**src/rtl/insn_fetch_align.sv**
```systemverilog
// ---------------------------------------------------------------------------
// insn_fetch_align
//
// Instruction-fetch front end ahead of the compressed-instruction expansion
// stage. It issues word-aligned reads and rebuilds a 16-bit-aligned (RVC)
// instruction stream into whole raw instructions. A 16-bit carry buffer keeps
// the upper half of the last fetched word, so that a compressed instruction
// or the low half of a straddling 32-bit instruction can be used without
// another read.
//
// Parameters
//   PROGADDR_RESET   PC loaded at reset.
//   COMPRESSED_ISA   1: 16-bit alignment and carry buffer enabled.
//                    0: every word is one 32-bit instruction, pc[1:0] = 0.
//
// Optional feature (macro FETCH_MISALIGN_EN)
//   Adds output insn_misalign. A redirect to a misaligned PC (bit0 set, or
//   bit1 set without COMPRESSED_ISA) produces one insn_valid beat with
//   insn_misalign=1 and no memory access. After it is accepted the block
//   sits in HALT until the next redirect. Without the macro the low PC bits
//   are silently cleared.
//
// Ports
//   clk, reset        clock, synchronous active-high reset
//   redirect_valid/_pc  one-cycle pulse loading a new PC (highest priority)
//   mem_valid/mem_addr  read request, word address, held until mem_ready
//   mem_ready/mem_rdata read completion and data
//   insn_valid/insn_ready  instruction output handshake
//   insn_data         raw instruction ([31:16]=0 when compressed)
//   insn_pc           address of insn_data
//   insn_compressed   insn_data[1:0] != 2'b11
//
// Handshake rule (both interfaces): a transfer happens on a rising clk edge
// where valid && ready. While valid is high and ready is low the producer
// keeps valid and every payload signal unchanged. mem_valid is never
// withdrawn before mem_ready, not even on redirect.
// ---------------------------------------------------------------------------
module insn_fetch_align #(
    parameter logic [31:0] PROGADDR_RESET = 32'h0000_0000,
    parameter bit          COMPRESSED_ISA = 1'b1
) (
    input  logic        clk,
    input  logic        reset,
    input  logic        redirect_valid,
    input  logic [31:0] redirect_pc,
    output logic        mem_valid,
    output logic [31:0] mem_addr,
    input  logic        mem_ready,
    input  logic [31:0] mem_rdata,
    output logic        insn_valid,
    input  logic        insn_ready,
    output logic [31:0] insn_data,
    output logic [31:0] insn_pc,
`ifdef FETCH_MISALIGN_EN
    output logic        insn_misalign,
`endif
    output logic        insn_compressed
);

    // FETCH    : word request outstanding (or about to be issued after reset)
    // FETCH_HI : upper word of a straddling 32-bit instruction outstanding
    // OUT      : instruction presented, waiting for insn_ready
    // HALT     : stopped after a misaligned redirect was delivered
    typedef enum logic [1:0] {
        ST_FETCH    = 2'd0,
        ST_FETCH_HI = 2'd1,
        ST_OUT      = 2'd2,
        ST_HALT     = 2'd3
    } state_e;

    localparam logic [31:0] PC_RESET = COMPRESSED_ISA ? {PROGADDR_RESET[31:1], 1'b0}
                                                      : {PROGADDR_RESET[31:2], 2'b00};

    state_e      state_q, state_d;
    logic [31:0] pc_q, pc_d;
    logic [15:0] buf_q, buf_d;
    logic [31:0] buf_addr_q, buf_addr_d;
    logic        buf_valid_q, buf_valid_d;
    // Set while the outstanding read belongs to a PC that was redirected away.
    logic        discard_q, discard_d;
    logic        mem_valid_q, mem_valid_d;
    logic [31:0] mem_addr_q, mem_addr_d;
    logic        insn_valid_q, insn_valid_d;
    logic [31:0] insn_data_q, insn_data_d;
    logic [31:0] insn_pc_q, insn_pc_d;
    logic        insn_comp_q, insn_comp_d;
`ifdef FETCH_MISALIGN_EN
    logic        misalign_q, misalign_d;
    // Misaligned redirect waiting for an outstanding read to drain.
    logic        mis_pend_q, mis_pend_d;
    logic        redir_bad;
`endif

    logic [31:0] redir_pc_fixed;
    logic [31:0] pc_inc;
    logic        accept;
    logic        do_launch;
    logic [31:0] launch_pc;
    logic        launch_buf_ok;
    logic        buf_hit;

    assign redir_pc_fixed = COMPRESSED_ISA ? {redirect_pc[31:1], 1'b0}
                                           : {redirect_pc[31:2], 2'b00};
`ifdef FETCH_MISALIGN_EN
    assign redir_bad = redirect_pc[0] | (!COMPRESSED_ISA & redirect_pc[1]);
`endif
    assign pc_inc = insn_comp_q ? 32'd2 : 32'd4;
    assign accept = insn_valid_q & insn_ready;

    always_comb begin
        state_d       = state_q;
        pc_d          = pc_q;
        buf_d         = buf_q;
        buf_addr_d    = buf_addr_q;
        buf_valid_d   = buf_valid_q;
        discard_d     = discard_q;
        mem_valid_d   = mem_valid_q;
        mem_addr_d    = mem_addr_q;
        insn_valid_d  = insn_valid_q;
        insn_data_d   = insn_data_q;
        insn_pc_d     = insn_pc_q;
        insn_comp_d   = insn_comp_q;
`ifdef FETCH_MISALIGN_EN
        misalign_d    = misalign_q;
        mis_pend_d    = mis_pend_q;
`endif
        // "Launch" starts work on launch_pc: either serve it from the carry
        // buffer or issue the read it needs. It is shared by reset exit,
        // accept, redirect and the end of a discarded read.
        do_launch     = 1'b0;
        launch_pc     = pc_q;
        launch_buf_ok = buf_valid_q;
        buf_hit       = 1'b0;

        if (redirect_valid) begin
            buf_valid_d  = 1'b0;
            insn_valid_d = 1'b0;
`ifdef FETCH_MISALIGN_EN
            misalign_d   = 1'b0;
            mis_pend_d   = redir_bad;
            pc_d         = redir_bad ? redirect_pc : redir_pc_fixed;
`else
            pc_d         = redir_pc_fixed;
`endif
            if (mem_valid_q && !mem_ready) begin
                // Read keeps its address until it completes; data then dropped.
                discard_d = 1'b1;
                state_d   = ST_FETCH;
            end else begin
                // No read pending, or it completes now and is dropped.
                discard_d     = 1'b0;
                mem_valid_d   = 1'b0;
                do_launch     = 1'b1;
                launch_pc     = pc_d;
                launch_buf_ok = 1'b0;
            end
        end else begin
            case (state_q)
                ST_FETCH: begin
                    if (!mem_valid_q) begin
                        // Only reached straight out of reset.
                        do_launch = 1'b1;
                    end else if (mem_ready) begin
                        mem_valid_d = 1'b0;
                        if (discard_q) begin
                            discard_d     = 1'b0;
                            do_launch     = 1'b1;
                            launch_buf_ok = 1'b0;
                        end else if (!COMPRESSED_ISA || (!pc_q[1] && mem_rdata[1:0] == 2'b11)) begin
                            state_d      = ST_OUT;
                            insn_valid_d = 1'b1;
                            insn_data_d  = mem_rdata;
                            insn_pc_d    = pc_q;
                            insn_comp_d  = 1'b0;
                        end else if (!pc_q[1]) begin
                            // Low half compressed; keep upper half for pc+2.
                            state_d      = ST_OUT;
                            insn_valid_d = 1'b1;
                            insn_data_d  = {16'h0000, mem_rdata[15:0]};
                            insn_pc_d    = pc_q;
                            insn_comp_d  = 1'b1;
                            buf_d        = mem_rdata[31:16];
                            buf_addr_d   = pc_q + 32'd2;
                            buf_valid_d  = 1'b1;
                        end else begin
                            // pc[1]=1 after a buffer miss: only the upper half is ours.
                            buf_d      = mem_rdata[31:16];
                            buf_addr_d = pc_q;
                            if (mem_rdata[17:16] != 2'b11) begin
                                state_d      = ST_OUT;
                                insn_valid_d = 1'b1;
                                insn_data_d  = {16'h0000, mem_rdata[31:16]};
                                insn_pc_d    = pc_q;
                                insn_comp_d  = 1'b1;
                                buf_valid_d  = 1'b0;
                            end else begin
                                state_d     = ST_FETCH_HI;
                                buf_valid_d = 1'b1;
                                mem_valid_d = 1'b1;
                                mem_addr_d  = {pc_q[31:2] + 30'd1, 2'b00};
                            end
                        end
                    end
                end
                ST_FETCH_HI: begin
                    if (mem_ready) begin
                        // buf_q holds the low half; new upper half goes to buffer.
                        state_d      = ST_OUT;
                        mem_valid_d  = 1'b0;
                        insn_valid_d = 1'b1;
                        insn_data_d  = {mem_rdata[15:0], buf_q};
                        insn_pc_d    = pc_q;
                        insn_comp_d  = 1'b0;
                        buf_d        = mem_rdata[31:16];
                        buf_addr_d   = pc_q + 32'd4;
                        buf_valid_d  = 1'b1;
                    end
                end
                ST_OUT: begin
                    if (accept) begin
                        insn_valid_d = 1'b0;
`ifdef FETCH_MISALIGN_EN
                        if (misalign_q) begin
                            misalign_d = 1'b0;
                            state_d    = ST_HALT;
                        end else begin
                            do_launch = 1'b1;
                            launch_pc = pc_q + pc_inc;
                        end
`else
                        do_launch = 1'b1;
                        launch_pc = pc_q + pc_inc;
`endif
                    end
                end
                ST_HALT: begin
                    // Idle until a redirect.
                end
                default: begin
                    state_d = ST_FETCH;
                end
            endcase
        end

        if (do_launch) begin
            pc_d    = launch_pc;
            buf_hit = COMPRESSED_ISA && launch_pc[1] && launch_buf_ok && (buf_addr_q == launch_pc);
`ifdef FETCH_MISALIGN_EN
            if (mis_pend_d) begin
                state_d      = ST_OUT;
                mis_pend_d   = 1'b0;
                misalign_d   = 1'b1;
                mem_valid_d  = 1'b0;
                insn_valid_d = 1'b1;
                insn_data_d  = 32'h0000_0000;
                insn_pc_d    = launch_pc;
                insn_comp_d  = 1'b0;
            end else
`endif
            if (buf_hit && buf_q[1:0] != 2'b11) begin
                // Compressed instruction already in the buffer: no read.
                state_d      = ST_OUT;
                insn_valid_d = 1'b1;
                insn_data_d  = {16'h0000, buf_q};
                insn_pc_d    = launch_pc;
                insn_comp_d  = 1'b1;
                buf_valid_d  = 1'b0;
            end else if (buf_hit) begin
                // Buffer holds the low half of a straddler; fetch the next word.
                state_d     = ST_FETCH_HI;
                mem_valid_d = 1'b1;
                mem_addr_d  = {launch_pc[31:2] + 30'd1, 2'b00};
            end else begin
                state_d     = ST_FETCH;
                mem_valid_d = 1'b1;
                mem_addr_d  = {launch_pc[31:2], 2'b00};
            end
        end
    end

    always_ff @(posedge clk) begin
        if (reset) begin
            state_q      <= ST_FETCH;
            pc_q         <= PC_RESET;
            buf_q        <= 16'h0000;
            buf_addr_q   <= 32'h0000_0000;
            buf_valid_q  <= 1'b0;
            discard_q    <= 1'b0;
            mem_valid_q  <= 1'b0;
            mem_addr_q   <= 32'h0000_0000;
            insn_valid_q <= 1'b0;
            insn_data_q  <= 32'h0000_0000;
            insn_pc_q    <= 32'h0000_0000;
            insn_comp_q  <= 1'b0;
`ifdef FETCH_MISALIGN_EN
            misalign_q   <= 1'b0;
            mis_pend_q   <= 1'b0;
`endif
        end else begin
            state_q      <= state_d;
            pc_q         <= pc_d;
            buf_q        <= buf_d;
            buf_addr_q   <= buf_addr_d;
            buf_valid_q  <= buf_valid_d;
            discard_q    <= discard_d;
            mem_valid_q  <= mem_valid_d;
            mem_addr_q   <= mem_addr_d;
            insn_valid_q <= insn_valid_d;
            insn_data_q  <= insn_data_d;
            insn_pc_q    <= insn_pc_d;
            insn_comp_q  <= insn_comp_d;
`ifdef FETCH_MISALIGN_EN
            misalign_q   <= misalign_d;
            mis_pend_q   <= mis_pend_d;
`endif
        end
    end

    assign mem_valid       = mem_valid_q;
    assign mem_addr        = mem_addr_q;
    assign insn_valid      = insn_valid_q;
    assign insn_data       = insn_data_q;
    assign insn_pc         = insn_pc_q;
    assign insn_compressed = insn_comp_q;
`ifdef FETCH_MISALIGN_EN
    assign insn_misalign   = misalign_q;
`endif

endmodule
```
**config.mk**
```make
export PLATFORM = sky130hd
export DESIGN_NAME = insn_fetch_align
export DESIGN_NICKNAME = d
export VERILOG_FILES = /design/src/rtl/insn_fetch_align.sv
export SDC_FILE = /design/constraint.sdc
export NUM_CORES = 1
export LEC_CHECK = 0
export CAP_MARGIN = 20
export CORE_MARGIN = 2
export CORE_UTILIZATION = 30
export DETAILED_ROUTE_END_ITERATION = 12
export MAX_ROUTING_LAYER = met4
export SYNTH_ARGS = -nofsm -noshare
export SYNTH_HDL_FRONTEND = slang
export SYNTH_SLANG_ARGS = --single-unit
```
**constraint.sdc**
```tcl
create_clock -name clk -period 6.7 [get_ports clk]
set_clock_uncertainty 0.2 [all_clocks]
set_input_delay 1.675 -clock clk [delete_from_list [all_inputs] [get_ports clk]]
set_output_delay 1.675 -clock clk [all_outputs]
set_load 0.01 [all_outputs]
```
==> results.cfg <==
[status]
status = finished clean

[grt]
grt_max_degree = 72
antenna_found_initial = 3
groute.usage.overall = 0.311
gr-total-overflow = 0
grt_pass1_vias = 14437
grt_pass1_wl_microns = 99800

[clocking]
clock-sinks = 183
clkTransAtPathRegs_ns = 0.08
cts_hold_buffers = 0
clk_latency_ns = 0.48
h-tree-depth = 4
cts_resized = 0
numCtsBuffers = 17
post_cts_buffers = 0
cts_max_path_buffers = 2
root_buffer = clkbuf_16
cts_tree = done

[yosys]
synth_simple_gate_area_frac = 0.285
ys_warn_count = 0
syn_inst = 1762
synth_xor_area_frac = 0.0517
synth.area.mux_share = 0.0407
synth_compound_area_frac = 0.277
synth_fa_ha_area_frac = 0.00537
synth_area_sq_um = 13000
synthTopCellsByArea = dfxtp_1 (28%), nor2_1 (6.6%), nand2_1 (5.7%)
synth.net_count = 1836
yosysSeqAreaShare = 0.281
yosys_register_bits = 183
synth_edf_count = 0
synthArstFlopShare = 0
avgSynthCellArea_sq_um = 7.41
synth_top_family_by_area = simple AND/OR/NAND/NOR gates
synth_cell_types = 91
synth_top_area_share = 0.281
ys_dominant_reg_cell = dfxtp_1
yosys.area.top_type = dfxtp_1

[power]
power_frac_clock = 0.319
vdd_drop_max_v = 0.000138
p_sw_frac = 0.386
power_frac_comb = 0.290
seqPwrFrac = 0.391
p_total_mw = 3.31
p_int_mw = 2.03
p_sw_mw = 1.28
power_density_nw_per_um2 = 204
leakagePower_nw = 5.46

[die]
die_height_microns = 213
fp-row-count = 76
core_sq_um = 43000
io_pins = 168
die_w_microns = 213
start_util = 0.304
die_area_sq_um = 45200

[timing]
maxSlewHeadroom = 0.327
post-route-period-util = 0.867
setup-tns-final_ns = 0
fmax_mhz = 172
drv_slew = 0
grt_setup_unrepaired = false
finalHoldViolations = 0
tightest_slew_ns = 1.01
finalSetupViolCount = 0
period_minus_slack_ns = 5.81

[detailed_routing]
routedWlPerCell_microns = 27.6
routed_wl_microns = 68500
antenna_left = 0
drc = 0
dr.first_iter.drc_count = 1639
vias = 15288
firstDrtPassIters = 7
viasPerCell = 6.16

[placed_design]
dp_hpwl_microns = 50300
port-buffer-count = 166
place_congestion = 1.00

[hold_path]
min_from = buf_q[7]$_SDFFE_PP0P_
hold_class = flip-flop to flip-flop
whs_path_depth = 2
min_to = buf_q[7]$_SDFFE_PP0P_

[worst_setup_path]
path_class = primary input to flip-flop
r2r_setup_slack_ns = 1.34
critPathMostFrequentCell = buf_12
cp.arrival_ns = 5.93
end_kind = flip-flop
cp-start-kind = primary input
r2r_cells = 15
r2r-start = pc_q[1]$_SDFFE_PP0P_
r2r-end = insn_data[14]$_SDFF_PP0_
path_max_fanout = 28
critPathLaunch = insn_ready
slowest_stage = nor2_1
path_cells = clkdlybuf4s50_1, and4b_1, buf_4, nand4_1, o311ai_0, nand2_1, xnor2_1, nand4b_1, nor4_4, buf_12, and4_2, buf_12, nor2_1, o32ai_1
required_ns = 6.83
critPathMaxStageDelay_ns = 0.65

[final_layout]
utilization = 0.377
filler_cell_count = 4623
layout-drive-gt1-share = 0.0949
seqCellArea_sq_um = 3660
layout.nets = 1957
multiInputGateArea_sq_um = 8630
syn2layout_area_growth_pct = 24.1

[run]
drv_cap = 0
registers in the layout (all words and copies together), names as in the netlist, 2 cells and up:
name,flops
mem_addr,32
buf_q,16
state_q,2
insn_pc,32
pc_q,32
insn_data,32
buf_addr_q,32
per-layer routing:
metal / up-vias / part of all wire / global-route usage
met1: 7462 / 0.41 / 0.389
met4: 0 / 0.061 / 0.172
met2: 809 / 0.44 / 0.465
met5: - / 0 / -
li1: 6828 / - / -
met3: 189 / 0.087 / 0.0677
stage by stage:
step	instance area (sq um)	std cells	setup slack, ns	hold WS, ns
detailed placement	15600	2449	0.425	0.249
floorplan	13000	1762	1.93	0.237
global route	16200	2482	0.629	0.283
CTS	16200	2481	0.914	0.261
global placement	15600	2448	0.491	0.245
finish	16200	2482	0.893	0.262
cell families (layout without fill, tap and decap cells):
group,count (synthesis),in the layout
and+or+nand+nor,747,747
DFF,183,183
xor gates and xnor gates,77,77
adders and majority gates,5,5
other,0,1
AOI/OAI and AO/OA,513,513
muxes,52,52
buffers and inverters,185,319
how the worst max path moves through the flow:
stage                               end  slack [ns]
2_1_floorplan   mem_addr[21]$_SDFF_PP0_        1.93
3_3_place_gp   insn_data[11]$_SDFF_PP0_        0.49
3_5_place_dp   insn_data[10]$_SDFF_PP0_        0.42
4_1_cts        insn_data[10]$_SDFF_PP0_        0.91
5_1_grt        insn_data[10]$_SDFF_PP0_        0.63
6_report       insn_data[14]$_SDFF_PP0_        0.89
Yosys cell counts (10+ instances only):
library cell / number
nand3_1: 51
and3_1: 15
o32ai_1: 15
mux2i_1: 44
nor2_1: 228
inv_1: 21
o221ai_1: 38
buf_2: 31
dfxtp_1: 183
or4_1: 11
a211oi_1: 83
nor3_1: 42
o22ai_1: 27
a311oi_1: 14
xnor2_1: 46
nand2b_1: 10
nor2b_1: 17
clkbuf_1: 111
or3_1: 25
nand2_1: 198
a31oi_1: 16
buf_1: 15
a22oi_1: 32
nor4_1: 19
and4_1: 13
a21oi_1: 112
o21ai_0: 61
and2_1: 26
nand4_1: 36
o211ai_1: 12
xor2_1: 31
layout make-up:
type                       count  share of cell area
antenna                        1            0.000155
clock buffer                  17              0.0263
clock inverter                15             0.00989
inverter                      21             0.00487
multi-input combinational   1394               0.533
sequential                   183               0.226
tap                          585              0.0452
timing repair buffer         266               0.154
worst max-delay path, delay by kind of cell:
kind | cells | cell delay (ns)
buffers and inverters | 4 | 1.15
XOR/XNOR | 1 | 0.21
AO/OA/AOI/OAI | 2 | 0.72
AND/OR/NAND/NOR | 7 | 2.15
cells in the final DEF (no fill, tap or decap), types with 36 or more instances in the layout:
master,netlist,routed
nor2_1,228,228
nand2_1,198,198
dfxtp_1,183,183
clkdlybuf4s50_1,0,164
a21oi_1,112,112
buf_4,5,95
a211oi_1,83,83
o21ai_0,61,61
nand3_1,51,51
xnor2_1,46,46
mux2i_1,44,44
nor3_1,42,42
o221ai_1,38,38
nand4_1,36,36
power groups by stage:
stage,combinational (mW),sequential (mW),clock [mW]
after global routing,1.01,1.30,1.11
after CTS,0.940,1.29,1.07
final,0.958,1.29,1.06
after detailed placement,0.934,1.31,0
after floorplan,0.520,1.25,0
after global placement,0.927,1.31,0
No activity file was read; power rests on OpenSTA's default activity.
